`config.mk`:
```
export PLATFORM = sky130hd
export DESIGN_NAME = parity_step_scheduler
export DESIGN_NICKNAME = d
export VERILOG_FILES = /design/src/rtl/parity_step_scheduler.sv
export SDC_FILE = /design/constraint.sdc
export NUM_CORES = 1
export LEC_CHECK = 0
export ABC_AREA = 1
export ABC_CLOCK_PERIOD_IN_PS = 1300
export BUFFER_PORTS_ARGS = -buffer_cell sky130_fd_sc_hd__buf_4
export CELL_PAD_IN_SITES_DETAIL_PLACEMENT = 1
export CELL_PAD_IN_SITES_GLOBAL_PLACEMENT = 1
export CORE_MARGIN = 10
export CORE_UTILIZATION = 33
export CTS_CLUSTER_DIAMETER = 120
export DETAILED_ROUTE_END_ITERATION = 10
export GPL_TIMING_DRIVEN = 0
export PLACE_DENSITY = 0.81
export SETUP_SLACK_MARGIN = 0.05
export SLEW_MARGIN = 0
export SYNTH_ARGS = -nofsm -noshare
export SYNTH_HDL_FRONTEND = slang
export SYNTH_SLANG_ARGS = --single-unit
```
`constraint.sdc`:
```
create_clock -name clk -period 1.3 [get_ports clk]
set_input_delay 0.13 -clock clk [delete_from_list [all_inputs] [get_ports clk]]
set_output_delay 0.13 -clock clk [all_outputs]
set_load 0.02 [all_outputs]
```
`src/rtl/parity_step_scheduler.sv`:
```
// Round-robin sequencer that shares one step-2 parity counter between two requesters:
// it grants, validates parity, loads the counter, watches it step and freezes it at the target.
module parity_step_scheduler #(
  parameter int WIDTH     = 4,
  parameter int MAX_STEPS = 8
) (
  input  logic             clk,
  input  logic             rst,
  input  logic [1:0]       req,
  input  logic [WIDTH-1:0] start_0,
  input  logic [WIDTH-1:0] target_0,
  input  logic             mode_0,
  input  logic [WIDTH-1:0] start_1,
  input  logic [WIDTH-1:0] target_1,
  input  logic             mode_1,
  output logic [1:0]       grant,
  output logic             busy,
  output logic             done,
  output logic             err,
  output logic             ctr_load,
  output logic             ctr_mode,
  output logic [WIDTH-1:0] ctr_data,
  input  logic [WIDTH-1:0] ctr_count
);

  localparam int STEP_W = $clog2(MAX_STEPS + 1);

  typedef enum logic [2:0] {
    S_IDLE,
    S_LOAD,
    S_RUN,
    S_DONE,
    S_ERR
  } state_t;

  state_t             state, state_nx;
  logic               rr_ptr;
  logic               owner;
  logic [WIDTH-1:0]   lat_start;
  logic [WIDTH-1:0]   lat_target;
  logic               lat_mode;
  logic [STEP_W-1:0]  step_cnt;

  logic               win_idx;
  logic [WIDTH-1:0]   win_start;
  logic [WIDTH-1:0]   win_target;
  logic               win_mode;
  logic               parity_ok;
  logic               match;
  logic [STEP_W-1:0]  step_inc;
  logic               timeout;

  // Contention goes to the rr pointer; a lone requester wins outright.
  assign win_idx    = (req == 2'b11) ? rr_ptr : req[1];
  assign win_start  = win_idx ? start_1  : start_0;
  assign win_target = win_idx ? target_1 : target_0;
  assign win_mode   = win_idx ? mode_1   : mode_0;
  assign parity_ok  = (win_start[0] == win_mode) && (win_target[0] == win_mode);

  assign match    = (ctr_count == lat_target);
  assign step_inc = step_cnt + 1'b1;
  assign timeout  = (step_inc == STEP_W'(MAX_STEPS));

  always_comb begin
    // NOTE: every signal gets a default before the case so no path can leave it
    // unassigned; a missing default here infers a latch.
    state_nx = state;
    ctr_load = 1'b0;
    ctr_mode = 1'b1;
    ctr_data = '0;
    unique case (state)
      S_IDLE: begin
        if (|req) state_nx = parity_ok ? S_LOAD : S_ERR;
      end
      S_LOAD: begin
        ctr_load = 1'b1;
        ctr_mode = lat_mode;
        ctr_data = lat_start;
        state_nx = S_RUN;
      end
      S_RUN: begin
        // On the match cycle the freeze encoding keeps the counter parked at the target.
        if (match) begin
          state_nx = S_DONE;
        end else begin
          ctr_mode = lat_mode;
          ctr_data = lat_start;
          if (timeout) state_nx = S_ERR;
        end
      end
      S_DONE:  state_nx = S_IDLE;
      S_ERR:   state_nx = S_IDLE;
      default: state_nx = S_IDLE;
    endcase
  end

  // NOTE: all state below updates with non-blocking assignments so every register
  // samples the pre-edge values regardless of statement order.
  always_ff @(posedge clk) begin
    if (rst) begin
      state      <= S_IDLE;
      rr_ptr     <= 1'b0;
      owner      <= 1'b0;
      lat_start  <= '0;
      lat_target <= '0;
      lat_mode   <= 1'b0;
      step_cnt   <= '0;
    end else begin
      state <= state_nx;
      unique case (state)
        S_IDLE: begin
          if (|req) begin
            owner      <= win_idx;
            lat_start  <= win_start;
            lat_target <= win_target;
            lat_mode   <= win_mode;
          end
        end
        S_LOAD: step_cnt <= '0;
        S_RUN: begin
          if (!match) step_cnt <= step_inc;
        end
        S_DONE:  rr_ptr <= ~owner;
        S_ERR:   rr_ptr <= ~owner;
        default: ;
      endcase
    end
  end

  assign busy  = (state != S_IDLE);
  assign grant = busy ? (owner ? 2'b10 : 2'b01) : 2'b00;
  assign done  = (state == S_DONE);
  assign err   = (state == S_ERR);

endmodule

```
==> qor.yml <==
design_area_mm2: 0.00204
grt_pass1_vias: 1545
dieArea_mm2: 0.00601
ant_nets: 0
maxCapViolCount: 0
start_kind: "register"
clock.fmax_mhz: 565
fin_crit_ns: 1.77
path_cells: "inv_2, nand2_2, nand2_2, nor2_4, nand2_2, nand2_4, nand2_4, inv_6, or2_4, buf_6"
drt_iter0_drc: 72
setup_viol: 28
grt_overflow_total: 0
cts_tree: "built"
crit_top_cell: "nand2_2"
path_buf_inv: 3
power_mw: 3.87
hold_viol_final: 0
worst_path_dominant_cell_family: "simple AND/OR/NAND/NOR gates"
dp_hpwl_mm: 3.13
worstRegToRegCells: 8
start_util_pct: 35.2
area_delta_synth_final_pct: 86.5
rows: 20
rsz0062_at_grt: "true"
setup_ws_ns: -0.470
grtUsageTotal_pct: 15.7
p_leak_nw: 0.946
cp.required_ns: 1.17
antenna_cells: 0
routed_wirelength_mm: 6.61
drv_slew: 0
pwr_density_cell_mw_per_mm2: 1900
synth.distinct_cells: 22
violations: "setup timing"
routabilityCongestion: 0.717
synth_nets: 202
postSynthAreaPerCell_um2: 6.24
worstMarginPinSlew_ns: 0.674
first_pass_iters: 4
fp.dieW_um: 77.5
critPathCaptureType: "primary output"
clock_skew_ns: 0.0231
clk_pin_slew_ns: 0.14
cts_buffers: 3
cts_root_buf: "clkbuf_4"
outcome: "finished with violations"
drc: 0
critical_path_arrival_ns: 1.64
synth-warning-count: 0
place_area_mm2: 0.00146
crit_fanout: 5
clk_latency_ns: 0.33
hold_buffers: 0
cts_buffer_depth: 2
utilization_pct: 65.6
regToRegSetupSlack_ns: -0.46
relSlewSlack_pct: 55.0
crit_type: "reg -> out"
grt_max_degree: 11
port_buffers: 36
ios: 37
die_h_um: 77.5
crit_start: "lat_target[3]$_SDFFE_PP0P_"
htree_levels: 1
crit_end: "ctr_mode"
synthCells: 175
ys_seq_area_share_pct: 33.0
nNetsFinal: 274
vias: 1504
path_depth: 10
antenna_found_initial: 0
critical-path-max-stage-delay_ns: 0.36
routedWlPerCell_um: 22.8
slowest_stage: "dfxtp_2"
detail_route.vias_per_cell: 5.19
cts_sinks: 18
irDropWorstVdd_mv: 0.874
dp_slack_ns: -0.259
synth-seq-cells: 18
post-route-period-util_pct: 136
min_path_type: "in -> reg"
drive_above_1_share_pct: 58.9
syn_area_mm2: 0.00109
core_mm2: 0.00310
rr_endpoint: "lat_target[1]$_SDFFE_PP0P_"
r2r-start: "state[0]$_SDFFE_PP0P_"
grt_pass1_wl_mm: 7.79
[worst min-delay path by stage]
stage,startpoint,end,slack (ns),depth (start not counted)
2_1_floorplan,rst,state[1]$_SDFFE_PP0P_,0.19,1
3_3_place_gp,rst,state[1]$_SDFFE_PP0P_,0.34,2
3_5_place_dp,rst,state[1]$_SDFFE_PP0P_,0.36,2
4_1_cts,rst,state[1]$_SDFFE_PP0P_,0.03,2
5_1_grt,rst,step_cnt[2]$_SDFFE_PP0P_,0.03,2
6_report,rst,step_cnt[2]$_SDFFE_PP0P_,0.02,2
[registers in the layout (all words and copies together) (netlist names)]
name and cells:
owner 1, lat_start 4, lat_mode 1, step_cnt 4, rr_ptr 1, lat_target 4, state 3
[cell usage after synthesis (all sizes together)]
cell type  number  area share, %
nand4           1           0.57
a31oi           1           0.57
or2             1           0.57
nor2           12            4.1
nor3            1           0.92
buf             3            2.4
inv            32             11
o21ai          11            5.4
ha              1            1.1
o22ai           1           0.57
nand3          12            5.5
xor2            1           0.80
dfxtp          18             33
nand2          53             20
nand3b          2            1.4
a21oi          25             12
[cell families after synthesis]
| kind of cell | share of synthesized area (%) |
|---|---|
| compound gates | 19.0 |
| xor+xnor | 0.802 |
| fa+ha+maj | 1.15 |
| buf+inv | 13.4 |
| flops | 33.0 |
| simple gates | 32.6 |
[what timing repair did]
item / 4_1_cts / 5_1_grt
cloned: 1 / 0
endpoints found under the setup margin: 23 / 29
endpoints found under the hold margin: 0 / 0
setup buffers: 49 / 13
pin swaps: 15 / 15
resized for setup: 47 / 47
[placed cells by master (no fill, tap or decap), types with 4 or more instances in the layout]
master   count
a21oi_1     14
a21oi_2     10
buf_4       47
buf_6       22
dfxtp_1     11
dfxtp_2      4
inv_1       20
inv_2        6
inv_4        4
nand2_1     36
nand2_2     12
nand2_4      5
nand3_1      6
nor2_2       5
nor2_4       6
o21ai_1      5
o21ai_2      4
[routing by layer]
metal / global-route usage, % / wire length (µm) / vias to the layer above
li1: - / - / 697
met3: 1.61 / 170 / 20
met2: 31.1 / 3560 / 46
met5: 0 / 0 / -
met4: 7.12 / 297 / 0
met1: 15.8 / 2580 / 741
[metrics by stage]
step                      hold slack [ns]  TNS, ns  std cells
after floorplan                     0.190        0        175
after global placement              0.340   -0.747        255
after detailed placement            0.355    -1.10        255
after CTS                          0.0303    -2.47        278
after global routing               0.0315    -9.53        290
final                              0.0186    -8.30        290
[where the power goes]
| group | switching, mW | total, mW | internal, mW |
|---|---|---|---|
| Combinational | 1.44 | 2.60 | 1.16 |
| Clock | 0.227 | 0.347 | 0.120 |
| Sequential | 0.193 | 0.922 | 0.728 |
[cell type report]
cell class | instances | area, µm²
fillers | 386 | 1070
inverters | 32 | 140
clock buffers | 4 | 26.3
multi-input cells | 122 | 835
well taps | 44 | 55.1
plain buffers | 3 | 26.3
repair buffers | 67 | 578
flip-flops and latches | 18 | 377
Power figures use the tool's default switching activity.
